[src/rtl/cpu_ext_pkg.sv]
// Shared constants and types for the CPU external-access loader.
package cpu_ext_pkg;

  // Host frame opcodes
  localparam logic [7:0] OP_IMEM_WR = 8'h01;
  localparam logic [7:0] OP_DMEM_WR = 8'h02;
  localparam logic [7:0] OP_READ    = 8'h03;
  localparam logic [7:0] OP_RUN     = 8'h10;
  localparam logic [7:0] OP_HALT    = 8'h11;

  // CPU external-port command encodings
  localparam logic [1:0] CMD_NOP = 2'b00;
  localparam logic [1:0] CMD_IWR = 2'b01;
  localparam logic [1:0] CMD_DWR = 2'b10;
  localparam logic [1:0] CMD_RD  = 2'b11;

  typedef enum logic [2:0] {
    StOp,
    StAddr,
    StData,
    StIssue,
    StWait,
    StResp,
    StAck,
    StErr
  } loader_state_e;

endpackage

[src/rtl/cpu_ext_loader_if.sv]
// Host byte link plus CPU external-access port, bundled for the loader.
interface cpu_ext_loader_if;

  logic [7:0]  rx_data;
  logic        rx_valid;
  logic        rx_ready;
  logic [7:0]  tx_data;
  logic        tx_valid;
  logic        tx_ready;
  logic [1:0]  cmd;
  logic [31:0] addr_out;
  logic [31:0] wdata_out;
  logic [31:0] rdata_in;
  logic        cpu_hold;
  logic        busy;

  // Loader side
  modport master (
    input  rx_data, rx_valid, tx_ready, rdata_in,
    output rx_ready, tx_data, tx_valid, cmd, addr_out, wdata_out, cpu_hold, busy
  );

  // Host link and CPU side
  modport slave (
    output rx_data, rx_valid, tx_ready, rdata_in,
    input  rx_ready, tx_data, tx_valid, cmd, addr_out, wdata_out, cpu_hold, busy
  );

endinterface

[src/rtl/ext_tx_serializer.sv]
// Byte serializer: loads one byte or a 32-bit word and emits it LSB first over a
// valid/ready link. done_o is high in the cycle the final byte is accepted.
module ext_tx_serializer (
  input  logic        clk_i,
  input  logic        rst_ni,
  input  logic        load_i,
  input  logic [31:0] word_i,
  input  logic        len4_i,
  output logic [7:0]  tx_data_o,
  output logic        tx_valid_o,
  input  logic        tx_ready_i,
  output logic        done_o
);

  logic [7:0]  data_q, data_d;
  logic        valid_q, valid_d;
  logic [23:0] rest_q, rest_d;
  logic [1:0]  left_q, left_d;  // bytes still to send after the current one
  logic        fire;

  assign fire       = valid_q & tx_ready_i;
  assign done_o     = fire & (left_q == 2'd0);
  assign tx_data_o  = data_q;
  assign tx_valid_o = valid_q;

  // Next byte selection; data and valid only move on load or on an accepted byte
  always_comb begin
    data_d  = data_q;
    valid_d = valid_q;
    rest_d  = rest_q;
    left_d  = left_q;
    if (load_i) begin
      valid_d = 1'b1;
      data_d  = word_i[7:0];
      rest_d  = word_i[31:8];
      left_d  = len4_i ? 2'd3 : 2'd0;
    end else if (fire) begin
      if (left_q == 2'd0) begin
        valid_d = 1'b0;
      end else begin
        data_d = rest_q[7:0];
        rest_d = {8'h00, rest_q[23:8]};
        left_d = left_q - 2'd1;
      end
    end
  end

  // Serializer state registers
  always_ff @(posedge clk_i or negedge rst_ni) begin
    if (!rst_ni) begin
      data_q  <= 8'h00;
      valid_q <= 1'b0;
      rest_q  <= 24'h0;
      left_q  <= 2'd0;
    end else begin
      data_q  <= data_d;
      valid_q <= valid_d;
      rest_q  <= rest_d;
      left_q  <= left_d;
    end
  end

endmodule

[src/rtl/cpu_ext_loader.sv]
// Host-side initiator for the CPU external access port. Parses host byte frames into
// IMEM/DMEM writes and reads, returns read data or ack/err bytes, and controls cpu_hold.
module cpu_ext_loader
  import cpu_ext_pkg::*;
#(
  parameter int unsigned RD_LAT   = 1,
  parameter logic [7:0]  ACK_BYTE = 8'hA5,
  parameter logic [7:0]  ERR_BYTE = 8'hEE
) (
  input logic              clk,
  input logic              reset,
  cpu_ext_loader_if.master bus
);

  localparam logic [2:0] RdLat = 3'(RD_LAT);

  loader_state_e state_q, state_d;
  logic [1:0]  byte_cnt_q, byte_cnt_d;
  logic [2:0]  wait_cnt_q, wait_cnt_d;
  logic [1:0]  op_cmd_q, op_cmd_d;  // command to issue once the frame is complete
  logic [1:0]  cmd_q, cmd_d;
  logic [31:0] addr_q, addr_d;
  logic [31:0] wdata_q, wdata_d;
  logic        cpu_hold_q, cpu_hold_d;
  logic        rx_open, rx_fire;
  logic        ser_load, ser_len4, ser_done;
  logic [31:0] ser_word;

  assign rx_open = (state_q == StOp) || (state_q == StAddr) || (state_q == StData);
  assign rx_fire = rx_open & bus.rx_valid;

  assign bus.rx_ready  = rx_open;
  assign bus.cmd       = cmd_q;
  assign bus.addr_out  = addr_q;
  assign bus.wdata_out = wdata_q;
  assign bus.cpu_hold  = cpu_hold_q;
  assign bus.busy      = (state_q != StOp);

  ext_tx_serializer u_tx_ser (
    .clk_i      (clk),
    .rst_ni     (reset),
    .load_i     (ser_load),
    .word_i     (ser_word),
    .len4_i     (ser_len4),
    .tx_data_o  (bus.tx_data),
    .tx_valid_o (bus.tx_valid),
    .tx_ready_i (bus.tx_ready),
    .done_o     (ser_done)
  );

  // Frame parser FSM: next state, assembler shifts and serializer loads
  always_comb begin
    state_d    = state_q;
    byte_cnt_d = byte_cnt_q;
    wait_cnt_d = wait_cnt_q;
    op_cmd_d   = op_cmd_q;
    cmd_d      = CMD_NOP;
    addr_d     = addr_q;
    wdata_d    = wdata_q;
    cpu_hold_d = cpu_hold_q;
    ser_load   = 1'b0;
    ser_len4   = 1'b0;
    ser_word   = {24'h0, ACK_BYTE};
    unique case (state_q)
      StOp: begin
        if (rx_fire) begin
          byte_cnt_d = 2'd0;
          case (bus.rx_data)
            OP_IMEM_WR: begin op_cmd_d = CMD_IWR; state_d = StAddr; end
            OP_DMEM_WR: begin op_cmd_d = CMD_DWR; state_d = StAddr; end
            OP_READ:    begin op_cmd_d = CMD_RD;  state_d = StAddr; end
            OP_RUN: begin
              cpu_hold_d = 1'b0;
              ser_load   = 1'b1;
              state_d    = StAck;
            end
            OP_HALT: begin
              cpu_hold_d = 1'b1;
              ser_load   = 1'b1;
              state_d    = StAck;
            end
            default: begin
              ser_load = 1'b1;
              ser_word = {24'h0, ERR_BYTE};
              state_d  = StErr;
            end
          endcase
        end
      end
      StAddr: begin
        if (rx_fire) begin
          // Little-endian: shifting in from the top leaves byte 0 in [7:0]
          addr_d     = {bus.rx_data, addr_q[31:8]};
          byte_cnt_d = byte_cnt_q + 2'd1;
          if (byte_cnt_q == 2'd3) begin
            if (op_cmd_q == CMD_RD) begin
              cmd_d   = op_cmd_q;
              state_d = StIssue;
            end else begin
              state_d = StData;
            end
          end
        end
      end
      StData: begin
        if (rx_fire) begin
          wdata_d    = {bus.rx_data, wdata_q[31:8]};
          byte_cnt_d = byte_cnt_q + 2'd1;
          if (byte_cnt_q == 2'd3) begin
            cmd_d   = op_cmd_q;
            state_d = StIssue;
          end
        end
      end
      StIssue: begin
        if (op_cmd_q == CMD_RD) begin
          wait_cnt_d = 3'd1;
          state_d    = StWait;
        end else begin
          ser_load = 1'b1;
          state_d  = StAck;
        end
      end
      StWait: begin
        // rdata_in is valid in the RD_LAT-th cycle after the issue cycle
        if (wait_cnt_q == RdLat) begin
          ser_load = 1'b1;
          ser_len4 = 1'b1;
          ser_word = bus.rdata_in;
          state_d  = StResp;
        end else begin
          wait_cnt_d = wait_cnt_q + 3'd1;
        end
      end
      StResp, StAck, StErr: begin
        if (ser_done) state_d = StOp;
      end
      default: state_d = StOp;
    endcase
  end

  // State and output registers; reset drops any partial frame
  always_ff @(posedge clk or negedge reset) begin
    if (!reset) begin
      state_q    <= StOp;
      byte_cnt_q <= 2'd0;
      wait_cnt_q <= 3'd0;
      op_cmd_q   <= CMD_NOP;
      cmd_q      <= CMD_NOP;
      addr_q     <= 32'h0;
      wdata_q    <= 32'h0;
      cpu_hold_q <= 1'b1;
    end else begin
      state_q    <= state_d;
      byte_cnt_q <= byte_cnt_d;
      wait_cnt_q <= wait_cnt_d;
      op_cmd_q   <= op_cmd_d;
      cmd_q      <= cmd_d;
      addr_q     <= addr_d;
      wdata_q    <= wdata_d;
      cpu_hold_q <= cpu_hold_d;
    end
  end

endmodule

[src/flat_wrapper.sv]
// flat-port wrapper written by rule: the top's interface ports become plain ports
module cpu_ext_loader_flat import cpu_ext_pkg::*;
#(
  parameter int unsigned RD_LAT   = 1,
  parameter logic [7:0]  ACK_BYTE = 8'hA5,
  parameter logic [7:0]  ERR_BYTE = 8'hEE
)
  (clk, reset, bus_rx_data, bus_rx_valid, bus_tx_ready, bus_rdata_in, bus_rx_ready, bus_tx_data, bus_tx_valid, bus_cmd, bus_addr_out, bus_wdata_out, bus_cpu_hold, bus_busy);
  cpu_ext_loader_if bus_i ();
  input logic clk;
  input logic reset;
  input wire logic [$bits(bus_i.rx_data)-1:0] bus_rx_data;
  input wire logic [$bits(bus_i.rx_valid)-1:0] bus_rx_valid;
  input wire logic [$bits(bus_i.tx_ready)-1:0] bus_tx_ready;
  input wire logic [$bits(bus_i.rdata_in)-1:0] bus_rdata_in;
  output wire logic [$bits(bus_i.rx_ready)-1:0] bus_rx_ready;
  output wire logic [$bits(bus_i.tx_data)-1:0] bus_tx_data;
  output wire logic [$bits(bus_i.tx_valid)-1:0] bus_tx_valid;
  output wire logic [$bits(bus_i.cmd)-1:0] bus_cmd;
  output wire logic [$bits(bus_i.addr_out)-1:0] bus_addr_out;
  output wire logic [$bits(bus_i.wdata_out)-1:0] bus_wdata_out;
  output wire logic [$bits(bus_i.cpu_hold)-1:0] bus_cpu_hold;
  output wire logic [$bits(bus_i.busy)-1:0] bus_busy;
  assign bus_i.rx_data = bus_rx_data;
  assign bus_i.rx_valid = bus_rx_valid;
  assign bus_i.tx_ready = bus_tx_ready;
  assign bus_i.rdata_in = bus_rdata_in;
  assign bus_rx_ready = bus_i.rx_ready;
  assign bus_tx_data = bus_i.tx_data;
  assign bus_tx_valid = bus_i.tx_valid;
  assign bus_cmd = bus_i.cmd;
  assign bus_addr_out = bus_i.addr_out;
  assign bus_wdata_out = bus_i.wdata_out;
  assign bus_cpu_hold = bus_i.cpu_hold;
  assign bus_busy = bus_i.busy;
  cpu_ext_loader #(.RD_LAT(RD_LAT), .ACK_BYTE(ACK_BYTE), .ERR_BYTE(ERR_BYTE)) u_core (.clk(clk), .reset(reset), .bus(bus_i));
endmodule
[config.mk]
export PLATFORM = sky130hd
export DESIGN_NAME = cpu_ext_loader_flat
export DESIGN_NICKNAME = d
export VERILOG_FILES = /design/src/rtl/cpu_ext_pkg.sv /design/src/rtl/cpu_ext_loader_if.sv /design/src/rtl/ext_tx_serializer.sv /design/src/rtl/cpu_ext_loader.sv /design/src/flat_wrapper.sv
export SDC_FILE = /design/constraint.sdc
export NUM_CORES = 1
export LEC_CHECK = 0
export BUFFER_PORTS_ARGS = -buffer_cell sky130_fd_sc_hd__buf_2
export CAP_MARGIN = 20
export CORE_ASPECT_RATIO = 1.2
export CORE_UTILIZATION = 48
export DETAILED_ROUTE_END_ITERATION = 16
export HOLD_SLACK_MARGIN = 0.02
export PLACE_DENSITY = 0.74
export SLEW_MARGIN = 25
export SYNTH_ARGS = -nofsm -noshare
export SYNTH_HDL_FRONTEND = slang
export SYNTH_SLANG_ARGS = --single-unit
[constraint.sdc]
create_clock -name clk -period 5.9 [get_ports clk]
set_input_delay 0.59 -clock clk [delete_from_list [all_inputs] [get_ports clk]]
set_output_delay 0.59 -clock clk [all_outputs]
set_load 0.01 [all_outputs]
# Yosys cells after proc, flatten, opt, wreduce, memory -nomap -nowiden

Cells that the tools add are included.

Add/sub/neg operators: 3
Eq/ne operators: 26
Muxes and demuxes: 48
Bitwise logic cells: 3
Reduce and logical (&&, ||, !) cells: 25

Operators with widths:

| operator                                                                 | number |
|---|---|
| 24-bit two-way mux                                                       | 3 |
| 32-bit two-way mux                                                       | 2 |
| 32-bit case mux with 2 select lines                                      | 1 |
| 3-bit two-way mux                                                        | 9 |
| 2-bit two-way mux                                                        | 12 |
| 8-bit two-way mux                                                        | 3 |
| 3-bit case mux with 6 select lines                                       | 1 |
| 8-bit by 2-bit equality test with 1-bit output (second input constant)   | 2 |
| 8-bit by 5-bit equality test with 1-bit output (second input constant)   | 2 |
| 2-bit by 1-bit inequality test with 1-bit output (second input constant) | 8 |
| 3-bit equality test (second input constant)                              | 4 |
| 3-bit case mux with 2 select lines                                       | 2 |
| 3-bit AND reduction                                                      | 4 |
| 2-bit nonzero test                                                       | 5 |
| 1-bit two-way mux                                                        | 9 |
| 8-bit by 1-bit equality test with 1-bit output (second input constant)   | 1 |
| 2-bit case mux with 2 select lines                                       | 2 |
| 2-bit AND reduction                                                      | 4 |
| 7-bit two-way mux                                                        | 1 |
| 7-bit AND reduction                                                      | 1 |
| 3-bit by 1-bit equality test with 1-bit output (second input constant)   | 2 |
| 3-bit by 2-bit equality test with 1-bit output (second input constant)   | 2 |
| 2-bit inequality test (second input constant)                            | 3 |
| 2-bit case mux with 3 select lines                                       | 1 |
| other kinds (14)                                                         | 21 |

Flip-flop bits (word level): 112
Input port bits: 44
Output and inout bits: 78
Word-level logic and storage cells: 117

# Depth between registers and ports, before layout

Gate-level depths: netlist (run 1).

Word-level depth: 8
Depth in mapped cells: 8
Gate-level depth less buffers: 6

# Cells and area by module

Synthesis (run 1) repeated with hierarchy kept, for this count alone.

Cells, all modules: 387
Area, all modules: 5,286.3 µm²

By module, submodules not included:

| module            | instances | cells an instance | area an instance (µm²) | seq. area each (µm²) |
|---|---|---|---|---|
| cpu_ext_loader    | 1         | 275               | 3,500.9                | 1,928.1 |
| ext_tx_serializer | 1         | 112               | 1,785.5                | 875.8 |

# Worst setup path after synthesis (run 1)

Ideal clock, no wire load.

Kind: in2reg
Start: input bus_rx_data[3]
End: register u_core.u_tx_ser.rest_q[10]
Setup time: 127 ps
Arrival time: 2,129 ps
Data required time: 5,773 ps
Path slack: 3,644 ps
Cell stages on the path: 6
Path buffers: 2
Cells stage by stage: or4_1 -> buf_2 -> o31ai_4 -> nand3_2 -> buf_2 -> a2bb2oi_1

Word-level cells in the longest chain between the ends: 7
Elaborated cells between the ends (all ways): 11
Those cells by class: eq/ne: 4; mux: 4; reduce/logical: 3

Ends and longest elaborated chain:

| what                                                                                                             | line                    | text |
|---|---|---|
| start, declared                                                                                                  | flat_wrapper.sv:12      | `input wire logic [$bits(bus_i.rx_data)-1:0] bus_rx_data;` |
| 8-bit by 1-bit equality test with 1-bit output or 8-bit by 2-bit equality test with 1-bit output (tied branches) | cpu_ext_loader.sv:68    | `case (bus.rx_data)` |
| 3-bit OR reduction (no line) *                                                                                   | --                      |  |
| 1-bit two-way mux *                                                                                              | cpu_ext_loader.sv:68    |  |
| 1-bit two-way mux *                                                                                              | cpu_ext_loader.sv:66    | `if (rx_fire) begin` |
| 1-bit case mux with 3 select lines *                                                                             | cpu_ext_loader.sv:64    | `unique case (state_q)` |
| 2-bit by 1-bit inequality test with 1-bit output (no line) or 2-bit nonzero test (tied branches)                 | --                      |  |
| 2-bit AND reduction (no line)                                                                                    | --                      |  |
| end signal, assigned                                                                                             | ext_tx_serializer.sv:58 | `rest_q <= rest_d;` |
| end, declared                                                                                                    | ext_tx_serializer.sv:17 | `logic [23:0] rest_q, rest_d;` |

Mark *: on every way between the ends. The rest lies on a longest branch, timed or not.
A chain may end at the register's enable or synchronous reset.

# Worst setup path in the final report (run 1)

Start: input bus_rx_data[3]
End: register u_core.u_tx_ser.left_q[0]

Word-level cells in the longest chain between the ends: 7
Elaborated cells between the ends (all ways): 11
Those cells by class: eq/ne: 4; mux: 4; reduce/logical: 3

Ends and longest elaborated chain:

| what                                                                                                             | line                    | text |
|---|---|---|
| 8-bit by 1-bit equality test with 1-bit output or 8-bit by 2-bit equality test with 1-bit output (tied branches) | cpu_ext_loader.sv:68    |  |
| 3-bit OR reduction (no line) *                                                                                   | --                      |  |
| 1-bit two-way mux *                                                                                              | cpu_ext_loader.sv:68    |  |
| 1-bit two-way mux *                                                                                              | cpu_ext_loader.sv:66    |  |
| 1-bit case mux with 3 select lines *                                                                             | cpu_ext_loader.sv:64    |  |
| 2-bit by 1-bit inequality test with 1-bit output (no line) or 2-bit nonzero test (tied branches)                 | --                      |  |
| 2-bit AND reduction (no line)                                                                                    | --                      |  |
| end signal, assigned                                                                                             | ext_tx_serializer.sv:59 | `left_q <= left_d;` |
| end, declared                                                                                                    | ext_tx_serializer.sv:18 | `logic [1:0] left_q, left_d;` |

Marks and branches as above.

==> metrics.md, run 1 <==
| Metric | Value |
|---|---|
| Port-buffer cells | 121 |
| Switching power of the nets | 1.168 mW |
| Register bit total from synthesis | 112 |
| Final TNS setup | 0 ns |
| CTS H-Tree Depth | 3 |
| Ant diodes | 0 |
| Clock Latency Late Sink | 0.34 ns |
| Layout cells sized above 1 | 42.01% |
| Async S/R FF share, synth | 100.0% |
| Seq/Total Area, Yosys | 57.67% |
| Initial antenna violation count | 0 |
| Critical-path top delay cell | or4_1 |
| Post-synthesis area per instance | 12.47 um^2 |
| Worst setup margin | 3.206 ns |
| Crit path largest cell delay | 0.68 ns |
| Synth top area share | 57.13% |
| Reg2reg end | u_core.u_tx_ser.rest_q[17]$_DFFE_PN0P_ |
| Hold_ws | 0.2880 ns |
| Height of the die | 112.3 um |
| Area Growth Syn to Fin | 20.69% |
| DR iter-0 viols | 173 |
| CP Capture Type | flip-flop |
| Synth top cells by count | dfrtp_1 (111), mux2_2 (66), nand2_1 (38) |
| Synth Area in XOR/XNOR | 0% |
| Max Cap Viol | 0 |
| Post-route DRC violation count | 0 |
| CTS tree | yes |
| Row count | 39 |
| Core Region | 9662 um^2 |
| Fin. Hold Viols | 0 |
| Top FF cell, synth | dfrtp_1 |
| Mux cell area share after synthesis | 15.90% |
| Routed Antenna Nets | 0 |
| Placer Congestion | 0.7912 |
| Worst R2R Path Depth | 4 |
| Adder-Cell Fraction of Synth Area | 1.029% |
| Vias in the first global route | 3424 |
| Clk buf depth | 2 |
| Chip width | 93.88 um |
| Initial Utilization | 50.32% |
| Clk network pwr share | 19.0% |
| Multi-input logic area | 1921 um^2 |
| Period minus WS final | 2.694 ns |
| # clock sinks | 112 |
| Final Cycle Share | 45.66% |
| Total grt overflow | 0 |
| Vias per cell | 5.617 |
| Pre-CTS setup slack | 2.523 ns |
| Status | complete, no violations |
| Vias | 3539 |
| Setup crit start kind | primary input |
| CTS Buf Count | 9 |
| Synth warn | 0 |
| Unrepaired setup endpoints after global routing | no |
| Reg power frac | 41.8% |
| Switching part of the total power | 35.79% |
| Max IR drop VDD | 0.3110 mV |
| Crit Path Max Fanout | 16 |
| Fin. max-slew vios | 0 |
| Ranking of synthesized cells by area | dfrtp_1 (57%), mux2_2 (15%), o211ai_1 (3.4%) |
| FF+latch area | 2804 um^2 |
| Worst Tran Pin Value | 0.9395 ns |
| Setup violators final | 0 |
| CTS Root Cell | clkbuf_16 |
| CP top delay family | simple AND/OR/NAND/NOR gates |
| Simple-Gate Fraction of Synth Area | 8.363% |
| Synth Instances | 390 |
| Post-CTS setup buffers | 0 |
| EDFF count, synth | 0 |
| Worst-path clk slew | 0.07 ns |
| Fin nets | 551 |
| Post-CTS Hold Buffers | 0 |
| Data required time of the worst path | 6.09 ns |
| Pleak | 2.794 nW |
| Crit path arrival time | 2.89 ns |
| Top-count cell post-synth | dfrtp_1 |
| FF-to-FF Start | u_core.state_q[0]$_DFFE_PN0P_ |
| CP bufs+invs | 1 |
| Post-DR wirelength/cell | 16.92 um |
| Post-synthesis cell type count | 49 |
| Compound-cell area share of the yosys netlist | 14.02% |
| Peak Freq | 0.3712 GHz |
| Syn nets | 438 |
| Die ar. | 10540 um^2 |
| Power density over the cells | 556.4 nW/um^2 |
| Hold crit path type | primary input to asynchronous set/reset pin |
| Layout Skew | 0.005934 ns |
| Hpwl dp | 7248 um |
| CP Class | primary input to flip-flop |
| Setup slack, reg-to-reg | 3.31 ns |
| Largest net degree at the start of global routing | 61 |
| Combinational share of power | 39.2% |
| CP cell instances | buf_2 > or4_1 > o31ai_4 > and3_1 > a22oi_1 |
| Relative slew margins | 37.18% |
| Cell Int Power | 2.097 mW |
| Largest family of logic cells by synthesized area | multiplexers |
| Area leader, netlist | dfrtp_1 |
| # fillers | 811 |
| DR pass1 iterations | 4 |
| GRT Total Usage | 21.37% |
| I/O pin total | 122 |
| # resized after CTS | 0 |
| Mapped Area | 4862 um^2 |
| First-pass GRT wire length | 17330 um |
| WL final | 10660 um |
-- area by class of cell --
cell class	count	share of cell area (%)
clock inverters	5	1.087
well taps	123	2.623
clock buffers	10	4.072
multi-input cells	244	32.73
flip-flops and latches	112	47.78
repair buffers	126	11.07
inverters	10	0.6397
-- registers in the layout, indices dropped and copies added, names as in the netlist --
register                    count
u_core.u_tx_ser.tx_data_o       8
u_core.u_tx_ser.left_q          2
u_core.bus.wdata_out           32
u_core.bus.addr_out            32
u_core.u_tx_ser.rest_q         24
u_core.byte_cnt_q               2
u_core.op_cmd_q                 2
u_core.u_tx_ser.tx_valid_o      1
u_core.wait_cnt_q               3
u_core.bus.cmd                  2
u_core.state_q                  3
u_core.bus.cpu_hold             1
-- metrics by stage --
stage,std cells,utilization [%],instance area [um^2],power (mW)
final,630,60.74,5868,3.265
after global routing,630,60.74,5868,3.477
after CTS,629,60.61,5856,3.292
after detailed placement,614,57.47,5553,2.655
after global placement,614,57.47,5553,2.607
after floorplan,390,-,4862,2.203
-- how the worst max path moves through the flow --
stage,startpoint,to,slack [ns],cells past startpoint
after global routing,u_core.state_q[0]$_DFFE_PN0P_,u_core.u_tx_ser.left_q[0]$_DFFE_PN0P_,3.06,4
after detailed placement,bus_rx_data[3],u_core.u_tx_ser.left_q[0]$_DFFE_PN0P_,2.52,5
after floorplan,bus_rx_data[3],u_core.u_tx_ser.rest_q[10]$_DFFE_PN0P_,3.64,6
after global placement,bus_rx_data[3],u_core.u_tx_ser.left_q[0]$_DFFE_PN0P_,2.61,5
after CTS,bus_rx_data[3],u_core.u_tx_ser.left_q[0]$_DFFE_PN0P_,2.89,5
final,bus_rx_data[3],u_core.u_tx_ser.left_q[0]$_DFFE_PN0P_,3.21,5
-- power groups by stage --
stage / registers [mW] / logic (mW) / clock network [mW]
final: 1.36 / 1.28 / 0.621
after global routing: 1.41 / 1.41 / 0.664
after CTS: 1.37 / 1.29 / 0.632
after detailed placement: 1.37 / 1.29 / 0
after global placement: 1.36 / 1.25 / 0
after floorplan: 1.41 / 0.796 / 0
-- worst reg2reg max path, stage by stage, from the launching register on --
cell and delay [ns]:
dfrtp_1 0.59, nor4b_1 0.79, o31ai_4 0.34, and3_1 0.49, a22o_1 0.27
-- cell families (layout without fill, tap and decap cells) --
family,count (synthesis),in the layout
compound gates,88,88
fa+ha+maj,4,4
buf+inv,34,151
flops,112,112
mux,69,69
simple gates,83,83
-- cells in the final DEF, fill, tap and decap left out, types with 2 or more instances in the layout --
cell       instances
o2bb2ai_1          3
nor2b_1            2
clkbuf_16          9
nor2_1            11
and3b_1            2
dfrtp_1          111
buf_2            120
a22o_1             8
o211ai_1          22
o21ai_0            5
inv_1             10
mux2i_1            3
a31oi_1            4
ha_1               4
a22oi_1            2
nand2_1           38
or4_1              2
nor3b_1            4
and3_1             4
nand2b_1           5
mux2_2            66
nor4_1             2
nand3_1            2
a21oi_1            9
a2bb2oi_1         17
a21o_1             2
inv_6              2
nor3_1             3
buf_4              5
a32oi_1            3
o21bai_1           2
o221ai_1           2
-- layer usage --
layer	vias to the layer above	track usage [%]	share of wire (%)
met4	0	7.590	1.8
met5	-	0	0
met2	108	32.55	49
li1	1663	-	-
met3	15	5.962	6.5
met1	1753	29.34	43
Note: power is estimated with default switching activity, not from simulation.
==> inputs of run 2 (changes only) <==
==> constraint.sdc (replaced) <==
create_clock -name clk -period 2.8 [get_ports clk]
set_input_delay 0.28 -clock clk [delete_from_list [all_inputs] [get_ports clk]]
set_output_delay 0.28 -clock clk [all_outputs]
set_load 0.01 [all_outputs]
==> run 2 against run 1 <==
Effect of this change:
- the run now ends with hold timing left
- register-to-register slack worse by 2.7 ns
- critical path depth is 2 higher
- largest cell class unchanged
- clock skew is 0.00072 ns higher
- critical endpoint is now u_core.u_tx_ser.rest_q[23]$_DFFE_PN0P_
- sequential power is 110% higher
- clock power is 110% higher
==> metrics.md, run 2 (synthesized netlist as in run 1, its figures left out) <==
| Metric | Value |
|---|---|
| Status | finished with violations |
| Violated checks | hold timing |
| CP Class | flip-flop to flip-flop |
| CP bufs+invs | 3 |
| Clk network pwr share | 19.0% |
| Fin. Hold Viols | 12 |
| Post-CTS Hold Buffers | 0 |
| Power density over the cells | 1171 nW/um^2 |
| Hpwl dp | 7731 um |
| Core Region | 9662 um^2 |
| CP top delay family | flip-flops |
| Vias per cell | 5.592 |
| Final TNS setup | 0 ns |
| Final Cycle Share | 79.35% |
| Clk buf depth | 2 |
| Reg power frac | 41.2% |
| Hold crit path type | primary input to asynchronous set/reset pin |
| Reg2reg end | u_core.u_tx_ser.rest_q[23]$_DFFE_PN0P_ |
| End of the critical path | u_core.u_tx_ser.rest_q[23]$_DFFE_PN0P_ |
| Vias in the first global route | 3612 |
| Die ar. | 10540 um^2 |
| Area Growth Syn to Fin | 22.47% |
| DR pass1 iterations | 5 |
| FF-to-FF Start | u_core.state_q[0]$_DFFE_PN0P_ |
| Initial antenna violation count | 0 |
| Vias | 3590 |
| GRT Total Usage | 21.75% |
| DR iter-0 viols | 178 |
| Routed Antenna Nets | 0 |
| CTS tree | yes |
| Row count | 39 |
| # fillers | 801 |
| Switching power of the nets | 2.515 mW |
| Layout Skew | 0.006655 ns |
| Peak Freq | 0.4501 GHz |
| # clock sinks | 112 |
| Setup violators final | 0 |
| Crit path largest cell delay | 0.73 ns |
| CP cell instances | nor3b_1 > buf_4 > a22oi_1 > buf_4 > and3_1 > buf_4 > a22o_1 |
| Crit Path Max Fanout | 19 |
| WL final | 10690 um |
| Most common cell after layout, fill and taps aside | buf_2 |
| Multi-input logic area | 1919 um^2 |
| CTS Root Cell | clkbuf_16 |
| CP Capture Type | flip-flop |
| Max IR drop VDD | 0.7439 mV |
| CTS Buf Count | 9 |
| Most frequent cells in the layout | buf_2 (120), dfrtp_1 (111), mux2_2 (66) |
| Worst Tran Pin Value | 0.7421 ns |
| Placer Congestion | 0.7997 |
| Initial Utilization | 50.32% |
| Fin. max-slew vios | 0 |
| First-pass GRT wire length | 17840 um |
| Post-CTS setup buffers | 0 |
| Data required time of the worst path | 3.09 ns |
| FF+latch area | 2804 um^2 |
| Setup crit start kind | flip-flop |
| # resized after CTS | 0 |
| Pleak | 2.850 nW |
| Post-DR wirelength/cell | 16.66 um |
| Max Cap Viol | 0 |
| WP depth | 7 |
| Critical Path Most Common Cell | buf_4 |
| Worst-path clk slew | 0.08 ns |
| Layout cells sized above 1 | 43.16% |
| Worst R2R Path Depth | 7 |
| Period minus WS final | 2.222 ns |
| Switching part of the total power | 36.06% |
| Port-buffer cells | 121 |
| Combinational share of power | 39.8% |
| Worst setup startpoint | u_core.state_q[0]$_DFFE_PN0P_ |
| Total grt overflow | 0 |
| Fin nets | 562 |
| Relative slew margins | 50.52% |
| Cell Int Power | 4.458 mW |
| Post-route DRC violation count | 0 |
| Height of the die | 112.3 um |
| Setup slack, reg-to-reg | 0.58 ns |
| I/O pin total | 122 |
| Crit path arrival time | 2.51 ns |
| Ant diodes | 0 |
| Largest net degree at the start of global routing | 59 |
| Chip width | 93.88 um |
| Unrepaired setup endpoints after global routing | no |
| Clock Latency Late Sink | 0.35 ns |
| Hold_ws | -0.01397 ns |
| CTS H-Tree Depth | 3 |
| Critical-path top delay cell | dfrtp_1 |
-- run 2: worst register-to-register path: stages, from the launching register on --
cell and delay (ns):
dfrtp_1 0.73, nor3b_1 0.12, buf_4 0.18, a22oi_1 0.19, buf_4 0.21, and3_1 0.34
buf_4 0.24, a22o_1 0.15
-- run 2: final cells by class --
type	instances	area share, %
Clock buffer	9	3.782
Clock inverter	7	1.450
Inverter	10	0.6304
Multi-Input combinational cell	244	32.23
Sequential cell	112	47.09
Tap cell	123	2.585
Timing Repair Buffer	137	12.23
-- run 2: worst min path at each step --
stage                     startpoint                            endpoint  depth (start not counted)
after global routing           reset    u_core.byte_cnt_q[0]$_DFFE_PN0P_                          1
after floorplan                reset  u_core.bus.addr_out[0]$_DFFE_PN0P_                          0
after global placement         reset         u_core.bus.cmd[1]$_DFF_PN0_                          1
final                          reset         u_core.bus.cmd[1]$_DFF_PN0_                          1
after detailed placement       reset         u_core.bus.cmd[1]$_DFF_PN0_                          1
after CTS                      reset    u_core.byte_cnt_q[0]$_DFFE_PN0P_                          1
-- run 2: through the flow --
stage	total power [mW]	area (um^2)	util, %	instances	setup slack [ns]
after floorplan	4.642	4862	-	390	0.7604
after global placement	5.569	5643	58.40	626	0.5415
after detailed placement	5.698	5643	58.40	626	0.4824
after CTS	7.036	5954	61.63	642	0.6043
after global routing	7.444	5954	61.63	642	0.4174
final	6.973	5954	61.63	642	0.5783
-- run 2: per-layer routing --
layer  up-vias  GRT usage [%]  part of all wire (%)
li1       1674              -                     -
met1      1798          28.53                    43
met2       105          35.38                    50
met3        13          5.827                   6.3
met4         0          6.359                   1.3
met5         -              0                     0
-- run 2: power groups by stage --
stage / sequential (mW) / combinational (mW) / clock (mW)
after global placement: 2.87 / 2.70 / 0
after floorplan: 2.96 / 1.68 / 0
after CTS: 2.88 / 2.81 / 1.35
after detailed placement: 2.89 / 2.81 / 0
after global routing: 2.97 / 3.05 / 1.42
final: 2.87 / 2.77 / 1.33
